`config.mk`:
```
export PLATFORM = sky130hd
export DESIGN_NAME = fifo_ctrl_flat
export DESIGN_NICKNAME = d
export VERILOG_FILES = /design/src/rtl/fifo_ctrl_if.sv /design/src/rtl/fifo_ctrl.sv /design/src/flat_wrapper.sv
export SDC_FILE = /design/constraint.sdc
export NUM_CORES = 1
export LEC_CHECK = 0
export CAP_MARGIN = 20
export CORE_ASPECT_RATIO = 0.9
export CORE_MARGIN = 2
export CORE_UTILIZATION = 35
export CTS_CLUSTER_SIZE = 16
export DETAILED_ROUTE_END_ITERATION = 8
export DONT_BUFFER_PORTS = 1
export PLACE_DENSITY = 0.59
export SETUP_SLACK_MARGIN = 0.02
export SYNTH_ARGS = -nofsm -noshare
export SYNTH_HDL_FRONTEND = slang
export SYNTH_SLANG_ARGS = --single-unit
export TNS_END_PERCENT = 30
```
`constraint.sdc`:
```
create_clock -name clk -period 4.89 [get_ports clk]
set_clock_uncertainty 0.1 [all_clocks]
set_input_delay 0.489 -clock clk [delete_from_list [all_inputs] [get_ports clk]]
set_output_delay 0.489 -clock clk [all_outputs]
set_load 0.005 [all_outputs]
```
`src/rtl/fifo_ctrl_if.sv`:
```
// Request/grant and pointer bundle between fifo_ctrl and its buffer users.
// The master drives requests and flush; the slave (fifo_ctrl) returns grants, pointers and status.
interface fifo_ctrl_if;
  logic       store_tx_req;
  logic       get_rx_req;
  logic       store_rx_req;
  logic       get_tx_req;
  logic       flush;
  logic [6:0] store_ptr;
  logic [6:0] get_ptr;
  logic       store_tx_data;
  logic       store_rx_packet_data;
  logic       get_rx_gnt;
  logic       get_tx_gnt;
  logic [1:0] owner;
  logic [6:0] count;
  logic       full;
  logic       empty;
  logic       overflow_err;
  logic       underflow_err;
  logic       dir_err;

  modport master (
    output store_tx_req, get_rx_req, store_rx_req, get_tx_req, flush,
    input  store_ptr, get_ptr, store_tx_data, store_rx_packet_data,
           get_rx_gnt, get_tx_gnt, owner, count, full, empty,
           overflow_err, underflow_err, dir_err
  );

  modport slave (
    input  store_tx_req, get_rx_req, store_rx_req, get_tx_req, flush,
    output store_ptr, get_ptr, store_tx_data, store_rx_packet_data,
           get_rx_gnt, get_tx_gnt, owner, count, full, empty,
           overflow_err, underflow_err, dir_err
  );
endinterface

```
`src/rtl/fifo_ctrl.sv`:
```
// Pointer manager and direction arbiter for the 64-entry shared data buffer.
// state   | meaning
// IDLE    | buffer empty, first store request claims direction
// RX_FILL | USB RX fills, AHB reads drain
// TX_FILL | AHB writes fill, USB TX reads drain
module fifo_ctrl (
  input logic        clk,
  input logic        n_rst,
  fifo_ctrl_if.slave bus
);

  typedef enum logic [1:0] {
    IDLE    = 2'b00,
    RX_FILL = 2'b01,
    TX_FILL = 2'b10
  } owner_t;

  owner_t     state;
  owner_t     next_state;
  logic [6:0] store_ptr;
  logic [6:0] get_ptr;
  logic [6:0] count;
  logic [6:0] next_count;
  logic       full;
  logic       empty;
  logic       st_tx;
  logic       st_rx;
  logic       g_rx;
  logic       g_tx;
  logic       ovf_c;
  logic       unf_c;
  logic       dir_c;
  logic       overflow_err;
  logic       underflow_err;
  logic       dir_err;

  // Pointers carry one wrap bit, so the difference spans 0..64 without ambiguity.
  assign count = store_ptr - get_ptr;
  assign full  = (count == 7'd64);
  assign empty = (count == 7'd0);

  always_comb begin
    st_tx      = 1'b0;
    st_rx      = 1'b0;
    g_rx       = 1'b0;
    g_tx       = 1'b0;
    ovf_c      = 1'b0;
    unf_c      = 1'b0;
    dir_c      = 1'b0;
    next_state = state;
    if (!n_rst && !bus.flush) begin
      case (state)
        IDLE: begin
          // RX wins a simultaneous claim; reads have nothing to drain yet.
          dir_c = (bus.store_rx_req & bus.store_tx_req) | bus.get_rx_req | bus.get_tx_req;
          if (bus.store_rx_req) begin
            if (!full) begin
              st_rx      = 1'b1;
              next_state = RX_FILL;
            end else begin
              ovf_c = 1'b1;
            end
          end else if (bus.store_tx_req) begin
            if (!full) begin
              st_tx      = 1'b1;
              next_state = TX_FILL;
            end else begin
              ovf_c = 1'b1;
            end
          end
        end
        RX_FILL: begin
          st_rx = bus.store_rx_req & ~full;
          ovf_c = bus.store_rx_req & full;
          g_rx  = bus.get_rx_req & ~empty;
          unf_c = bus.get_rx_req & empty;
          dir_c = bus.store_tx_req | bus.get_tx_req;
        end
        TX_FILL: begin
          st_tx = bus.store_tx_req & ~full;
          ovf_c = bus.store_tx_req & full;
          g_tx  = bus.get_tx_req & ~empty;
          unf_c = bus.get_tx_req & empty;
          dir_c = bus.store_rx_req | bus.get_rx_req;
        end
        default: next_state = IDLE;
      endcase
    end
    next_count = count + {6'd0, st_tx | st_rx} - {6'd0, g_rx | g_tx};
    if (next_count == 7'd0) next_state = IDLE;
  end

  always_ff @(posedge clk) begin
    if (n_rst) begin
      store_ptr     <= 7'd0;
      get_ptr       <= 7'd0;
      state         <= IDLE;
      overflow_err  <= 1'b0;
      underflow_err <= 1'b0;
      dir_err       <= 1'b0;
    end else if (bus.flush) begin
      store_ptr     <= 7'd0;
      get_ptr       <= 7'd0;
      state         <= IDLE;
      overflow_err  <= 1'b0;
      underflow_err <= 1'b0;
      dir_err       <= 1'b0;
    end else begin
      if (st_tx | st_rx) store_ptr <= store_ptr + 7'd1;
      if (g_rx | g_tx)   get_ptr   <= get_ptr + 7'd1;
      state         <= next_state;
      overflow_err  <= ovf_c;
      underflow_err <= unf_c;
      dir_err       <= dir_c;
    end
  end

  assign bus.store_ptr            = store_ptr;
  assign bus.get_ptr              = get_ptr;
  assign bus.store_tx_data        = st_tx;
  assign bus.store_rx_packet_data = st_rx;
  assign bus.get_rx_gnt           = g_rx;
  assign bus.get_tx_gnt           = g_tx;
  assign bus.owner                = state;
  assign bus.count                = count;
  assign bus.full                 = full;
  assign bus.empty                = empty;
  assign bus.overflow_err         = overflow_err;
  assign bus.underflow_err        = underflow_err;
  assign bus.dir_err              = dir_err;

endmodule

```
`src/flat_wrapper.sv`:
```
// flat-port wrapper written by rule: the top's interface ports become plain ports
module fifo_ctrl_flat 
  (clk, n_rst, bus_store_tx_req, bus_get_rx_req, bus_store_rx_req, bus_get_tx_req, bus_flush, bus_store_ptr, bus_get_ptr, bus_store_tx_data, bus_store_rx_packet_data, bus_get_rx_gnt, bus_get_tx_gnt, bus_owner, bus_count, bus_full, bus_empty, bus_overflow_err, bus_underflow_err, bus_dir_err);
  fifo_ctrl_if bus_i ();
  input logic clk;
  input logic n_rst;
  input wire logic [$bits(bus_i.store_tx_req)-1:0] bus_store_tx_req;
  input wire logic [$bits(bus_i.get_rx_req)-1:0] bus_get_rx_req;
  input wire logic [$bits(bus_i.store_rx_req)-1:0] bus_store_rx_req;
  input wire logic [$bits(bus_i.get_tx_req)-1:0] bus_get_tx_req;
  input wire logic [$bits(bus_i.flush)-1:0] bus_flush;
  output wire logic [$bits(bus_i.store_ptr)-1:0] bus_store_ptr;
  output wire logic [$bits(bus_i.get_ptr)-1:0] bus_get_ptr;
  output wire logic [$bits(bus_i.store_tx_data)-1:0] bus_store_tx_data;
  output wire logic [$bits(bus_i.store_rx_packet_data)-1:0] bus_store_rx_packet_data;
  output wire logic [$bits(bus_i.get_rx_gnt)-1:0] bus_get_rx_gnt;
  output wire logic [$bits(bus_i.get_tx_gnt)-1:0] bus_get_tx_gnt;
  output wire logic [$bits(bus_i.owner)-1:0] bus_owner;
  output wire logic [$bits(bus_i.count)-1:0] bus_count;
  output wire logic [$bits(bus_i.full)-1:0] bus_full;
  output wire logic [$bits(bus_i.empty)-1:0] bus_empty;
  output wire logic [$bits(bus_i.overflow_err)-1:0] bus_overflow_err;
  output wire logic [$bits(bus_i.underflow_err)-1:0] bus_underflow_err;
  output wire logic [$bits(bus_i.dir_err)-1:0] bus_dir_err;
  assign bus_i.store_tx_req = bus_store_tx_req;
  assign bus_i.get_rx_req = bus_get_rx_req;
  assign bus_i.store_rx_req = bus_store_rx_req;
  assign bus_i.get_tx_req = bus_get_tx_req;
  assign bus_i.flush = bus_flush;
  assign bus_store_ptr = bus_i.store_ptr;
  assign bus_get_ptr = bus_i.get_ptr;
  assign bus_store_tx_data = bus_i.store_tx_data;
  assign bus_store_rx_packet_data = bus_i.store_rx_packet_data;
  assign bus_get_rx_gnt = bus_i.get_rx_gnt;
  assign bus_get_tx_gnt = bus_i.get_tx_gnt;
  assign bus_owner = bus_i.owner;
  assign bus_count = bus_i.count;
  assign bus_full = bus_i.full;
  assign bus_empty = bus_i.empty;
  assign bus_overflow_err = bus_i.overflow_err;
  assign bus_underflow_err = bus_i.underflow_err;
  assign bus_dir_err = bus_i.dir_err;
  fifo_ctrl u_core (.clk(clk), .n_rst(n_rst), .bus(bus_i));
endmodule
```
# Yosys cells after proc, flatten, opt, wreduce, memory -nomap -nowiden

Index checks and enable logic that the tools add are counted.

Bits in writable memories: 0
Output and inout bits: 32
Register bits after elaboration: 19
Bits of input ports: 7
Latch bits: 0
Bits in read-only memories: 0
Logic and storage cells: 69
Memories: 0

Reduce and logical (&&, ||, !) cells: 11
Divide/modulo/power cells: 0
Add/sub/neg operators: 5
Bitwise operators: 19
Shifts and indexed selects: 0
Mux-type cells: 23
$mul: 0
Magnitude comparators: 0
Eq/ne operators: 5

Operator list:

| cell                                          | count |
|---|---|
| adder 7 x 1 -> 7 bit, second input constant   | 2 |
| zero test 7 bit                               | 2 |
| 2-to-1 mux 1 bit                              | 13 |
| bitwise AND 1 bit                             | 9 |
| 2-to-1 mux 2 bit                              | 4 |
| adder 7 x 1 -> 7 bit                          | 1 |
| == test 7 bit, second input constant          | 1 |
| subtractor 7 x 1 -> 7 bit                     | 1 |
| subtractor 7 bit                              | 1 |
| bitwise OR 1 bit                              | 6 |
| one-hot mux 1 bit (2 select lines)            | 3 |
| one-hot mux 1 bit (3 select lines)            | 2 |
| OR reduction 3 bit                            | 2 |
| NOT 1 bit                                     | 4 |
| one-hot mux 2 bit (2 select lines)            | 1 |
| AND reduction 4 bit                           | 1 |
| OR reduction 2 bit                            | 2 |
| != test 3 bit, second input constant          | 1 |
| == test 2 x 1 -> 1 bit, second input constant | 1 |
| == test 2 bit, second input constant          | 1 |
| zero test 1 bit                               | 2 |
| zero test 2 bit                               | 1 |
| != test 2 bit, second input constant          | 1 |
| logical AND 1 bit                             | 1 |

# Longest topological paths before layout

Depth after elaboration: 12
Depth in mapped cells: 22
Mapped depth without buffers: 22

# Least setup slack after synthesis

Ideal clock, no wire load.

Path type: register to register
From: register u_core.store_ptr[0] (netlist: u_core.bus.store_ptr[0])
To: register u_core.state[1] (netlist: u_core.bus.owner[1])
Slack: 0.167 ns
Arrival: 4.495 ns
Buffers on the path: 0
Library setup time: 0.129 ns
Data required time: 4.661 ns
Period minus slack after synthesis: 4.723 ns
Stages on the path, launching flop included: 23
Cells stage by stage: dfxtp_1 > inv_1 > ha_1 > fa_1 > nor2b_1 > o21ai_1 > nand2b_1 > xnor2_1 > ha_1 > nand4_1 > nor2_1 > nor3_1 > ha_1 > inv_1 > ha_1 > fa_1 > a21oi_1 > o21bai_1 > a21o_1 > a21oi_1 > xnor3_1 > or4b_1 > nor3b_2

Elaborated cells between the ends (all ways): 29
Those cells by class: add/sub (3); eq/ne (2); mux (12); bitwise (8); reduce/logical (4)

RTL lines:

| element                              | RTL line                         | source |
|---|---|---|
| start: declaration                   | fifo_ctrl.sv:20                  | `logic [6:0] store_ptr;` |
| start signal: assignment             | fifo_ctrl.sv:109                 | `if (st_tx \| st_rx) store_ptr <= store_ptr + 7'd1;` |
| subtractor 7 bit (*)                 | fifo_ctrl.sv:38                  | `assign count = store_ptr - get_ptr;` |
| zero test 7 bit (*)                  | fifo_ctrl.sv:40                  | `assign empty = (count == 7'd0);` |
| net bus_empty                        | flat_wrapper.sv:21               | `output wire logic [$bits(bus_i.empty)-1:0] bus_empty;` |
| NOT 1 bit (*)                        | fifo_ctrl.sv:75, fifo_ctrl.sv:82 |  |
| bitwise AND 1 bit (on tied branches) | fifo_ctrl.sv:75, fifo_ctrl.sv:82 |  |
| 2-to-1 mux 1 bit                     | fifo_ctrl.sv:52                  | `case (state)` |
| 2-to-1 mux 1 bit                     | fifo_ctrl.sv:51                  | `if (!n_rst && !bus.flush) begin` |
| bitwise OR 1 bit (*)                 | fifo_ctrl.sv:89                  | `next_count = count + {6'd0, st_tx \| st_rx} - {6'd0, g_rx \| g_tx};` |
| subtractor 7 x 1 -> 7 bit (*)        | fifo_ctrl.sv:89                  |  |
| zero test 7 bit (*)                  | fifo_ctrl.sv:90                  | `if (next_count == 7'd0) next_state = IDLE;` |
| OR reduction 3 bit (no line) (*)     | n/a                              |  |
| end signal: assignment               | fifo_ctrl.sv:111                 | `state <= next_state;` |
| end: declaration                     | fifo_ctrl.sv:18                  | `owner_t state;` |

Mark *: on every way through the listed nets, which the timed path passes. The rest lies on a longest branch.
A chain may end at the register's enable or synchronous reset.

# Final worst setup path

From: register u_core.store_ptr[0] (netlist: u_core.bus.store_ptr[0])
To: register u_core.state[1] (netlist: u_core.bus.owner[1])

Longest elaborated chain between the ends: 12
Elaborated cells between the ends (all ways): 29
Those cells by class: add/sub (3); eq/ne (2); mux (12); bitwise (8); reduce/logical (4)

Ends and longest elaborated chain:

| element                            | RTL line                         | source |
|---|---|---|
| subtractor 7 bit (*)               | fifo_ctrl.sv:38                  |  |
| == test 7 bit                      | fifo_ctrl.sv:39                  | `assign full = (count == 7'd64);` |
| 2-to-1 mux 1 bit                   | fifo_ctrl.sv:57, fifo_ctrl.sv:64 |  |
| 2-to-1 mux 1 bit                   | fifo_ctrl.sv:63                  | `end else if (bus.store_tx_req) begin` |
| 2-to-1 mux 1 bit                   | fifo_ctrl.sv:56                  | `if (bus.store_rx_req) begin` |
| one-hot mux 1 bit (2 select lines) | fifo_ctrl.sv:52                  |  |
| 2-to-1 mux 1 bit                   | fifo_ctrl.sv:51                  |  |
| bitwise OR 1 bit                   | fifo_ctrl.sv:89                  |  |
| adder 7 x 1 -> 7 bit               | fifo_ctrl.sv:89                  |  |
| subtractor 7 x 1 -> 7 bit          | fifo_ctrl.sv:89                  |  |
| zero test 7 bit                    | fifo_ctrl.sv:90                  |  |
| OR reduction 3 bit (no line)       | n/a                              |  |

Mark *: on every way between the ends. The rest lies on a longest branch, timed or not.

==> summary.txt <==
STA
  • Min Hold Slack: 0.375 ns
  • RSZ-0062 raised after global routing: false
  • Slew @ Worst Pin: between 0.6 and 0.7 ns
  • Fin. max-slew vios: 0
  • Highest clock rate: about 220 MHz
  • Hold Fails Final Rpt: 0
  • Final Cycle Share: 93.8%
  • Final setup vio count: 0
  • Final Critical Period: approximately 4.6 ns
  • Setup WS post-layout: 0.304 ns
  • Final setup TNS: 0 ns
  • Relative slew slack: between 50% and 60%

Cells and area
  • Ant diodes: 0
  • Layout area overhead: 15.8%
  • Layout cells sized above 1: about 16%
  • Final net count: ~250
  • Commonest non-fill, non-tap cell in the layout: inv_1
  • Commonest non-fill, non-tap cells in the layout: 25 x inv_1, 19 x ha_1, 17 x nor2_1, 17 x dfxtp_1, 15 x buf_4

Synthesis
  • Mux contribution to synthesized area: less than 1%
  • Compound-Gate Fraction of Synth Area: between 20% and 30%
  • Syn Std Cell Area: 1620 µm²
  • Syn_nets: 230
  • Post-Synth Adder-Cell Area: 18.7%
  • Sequential fraction of the synthesis area: around a quarter
  • Flops & latches, synth: 19
  • Largest family of logic cells by synthesized area: compound AO/OA/AOI/OAI gates
  • Synth warn: 0
  • Simple logic cell fraction of the synthesized area: about a fifth
  • Mapped Cells: 200
  • Synth top area cells: dfxtp_1 23%, ha_1 16%, inv_1 5.8%
  • Area leader, netlist: dfxtp_1
  • Post-synth ARST share: 0%
  • Post-synth top area share: between 20% and 30%
  • Synth Area in XOR/XNOR: a little over a tenth
  • Syn avg cell area: just over 8 µm²
  • Main synth FF type: dfxtp_1
  • Cell variety after synth: 43
  • EDFF count, synth: 0

Detailed routing
  • Via Count: 1449
  • DRT iter0 DRCs: 60
  • Drt total wl: around 4100 µm
  • DRT Pass-1 Iters: 4
  • Post-route DRC: 0
  • Remaining antenna violation count: 0
  • Vias per cell: between 5 and 6
  • Avg WL per Cell: around 15 µm

CTS
  • CTS tree: yes
  • Clk Latency, worst-skew pair: between 0.2 and 0.3 ns
  • CTS sink cnt: 19
  • Htree depth: 1
  • TritonCTS buffer count: 3
  • Clock transition at path regs: about 0.070 ns
  • Max Root-Sink Buffers: 2
  • # hold bufs at CTS: 0
  • Root Driver: clkbuf_8

Global routing
  • Most Used Layer, Global Route: met2
  • All-layer global routing usage: between 15 and 20%
  • Met1 GRT Util: approximately 24%
  • GR Layer Usage met3: under 10%
  • Grt total ovfl: 0
  • First-pass GRT wire length: between 6000 and 7000 µm
  • Met2 Use GR: 25.1%
  • Largest net degree at the start of global routing: 22
  • Antenna violations before repair: 0
  • Vias in the first global route: between 1000 and 1500

Power and ir drop
  • Power Dens Cells: 184 nW/µm²
  • Cell leakage power: 0.000820 µW
  • VDD IR-drop max: approximately 0.00011 V

Die
  • I/O pin count: 39
  • Total core area: between 4000 and 5000 µm²
  • Die area: 5190 µm²
  • Initial core utilization: between 30 and 40%
  • Width of the chip: ~76 µm
  • Core Rows: 23
  • Die Y: between 60 and 70 µm

Place
  • Placer congestion estimate: ~0.85
  • IO buf count: 0
  • DP Worst Slack: slightly below 0.09 ns
  • Dpl hpwl: around 3200 µm

Critical path
  • WP data required: approximately 5 ns
  • Setup crit end kind: flip-flop
  • Crit Path Class: reg -> reg
  • Worst-path fanout max: 3
  • CP arrival: around 4.6 ns
  • Setup crit start kind: flip-flop

Job
  • Max Cap Viol: 0

Outcome
  • Outcome: finished clean

Hold path
  • HP Class: in -> reg
[critical path: stages, from the launching register on]
cell      delay [ns]
dfxtp_1         0.33
inv_1           0.08
ha_2            0.20
fa_2            0.36
nor2b_1         0.14
o21ai_1         0.09
nand2b_1        0.13
xnor2_2         0.16
ha_2            0.21
nand4_1         0.13
nor2_2          0.13
nor3_1          0.06
ha_1            0.29
inv_1           0.04
ha_1            0.20
fa_2            0.36
a21oi_1         0.15
o21bai_1        0.10
a21o_1          0.21
a21oi_2         0.13
xnor3_1         0.20
or4b_1          0.49
nor3b_2         0.17
[area by class of cell]
cell class,count,area [µm²]
clock buffer,3,41.3
clock inverter,1,5.00
fill,476,2580
inverter,25,93.8
multi-input combinational,151,1160
sequential,19,383
tap,62,77.6
timing repair buffer,15,113
[routing by layer]
layer | share of wire (%) | routed length, µm
met1 | 50 | 2020
met2 | 46 | 1890
met3 | 4.1 | 168
met4 | 0 | 0
met5 | 0 | 0
[power by group]
| group | total [µW] | internal [µW] | switching [µW] |
|---|---|---|---|
| sequential | 158 | 157 | 1.77 |
| combinational | 73.6 | 33.1 | 40.5 |
| clock | 113 | 56.7 | 56.8 |
| total | 345 | 246 | 99.1 |
[logic make-up after synthesis]
kind of cell / Yosys count
AO/OA/AOI/OAI: 49
XOR/XNOR: 18
adder cells (fa/ha/maj): 23
buffers and inverters: 30
flip-flops: 19
multiplexers: 1
AND/OR/NAND/NOR: 60
[Yosys cell counts (all sizes together), types with 4 or more instances]
| master | instances |
|---|---|
| nor3 | 5 |
| clkbuf | 4 |
| nor2 | 18 |
| xnor2 | 10 |
| ha | 21 |
| o21ai | 12 |
| xor2 | 7 |
| a211oi | 4 |
| inv | 25 |
| o211ai | 6 |
| nand3 | 8 |
| nand2 | 11 |
| a21oi | 10 |
| dfxtp | 19 |
[metrics by stage]
| stage | cells | area (µm²) | total power [µW] | utilization, % |
|---|---|---|---|---|
| global route | 276 | 1880 | 366 | 42.0 |
| CTS | 275 | 1830 | 346 | 41.0 |
| finish | 276 | 1880 | 345 | 42.0 |
| global placement | 271 | 1780 | 232 | 40.0 |
| detailed placement | 271 | 1780 | 232 | 40.0 |
| floorplan | 200 | 1620 | 212 | - |
[state kept, by name, indices dropped and copies added, names as in the netlist]
signal / flops
u_core.bus.underflow_err: 1
u_core.bus.owner: 2
u_core.bus.overflow_err: 1
u_core.bus.dir_err: 1
u_core.bus.get_ptr: 7
u_core.bus.store_ptr: 7
[path summary, 6_finish.rpt]
check | start | end | slack (ns) | cells past startpoint
worst max-delay path | u_core.bus.store_ptr[0] | u_core.bus.owner[1] | 0.30 | 22
worst min-delay path | bus_get_tx_req | u_core.bus.dir_err | 0.37 | 2
worst max register to register | u_core.bus.store_ptr[0] | u_core.bus.owner[1] | 0.30 | 22
worst min register to register | u_core.bus.get_ptr[5] | u_core.bus.get_ptr[5] | 0.45 | 2
[repair_timing]
action,CTS,global route
setup buffers,0,1
endpoints found under the setup margin,0,2
resized for setup,0,12
(Power assumes the default switching activity.)
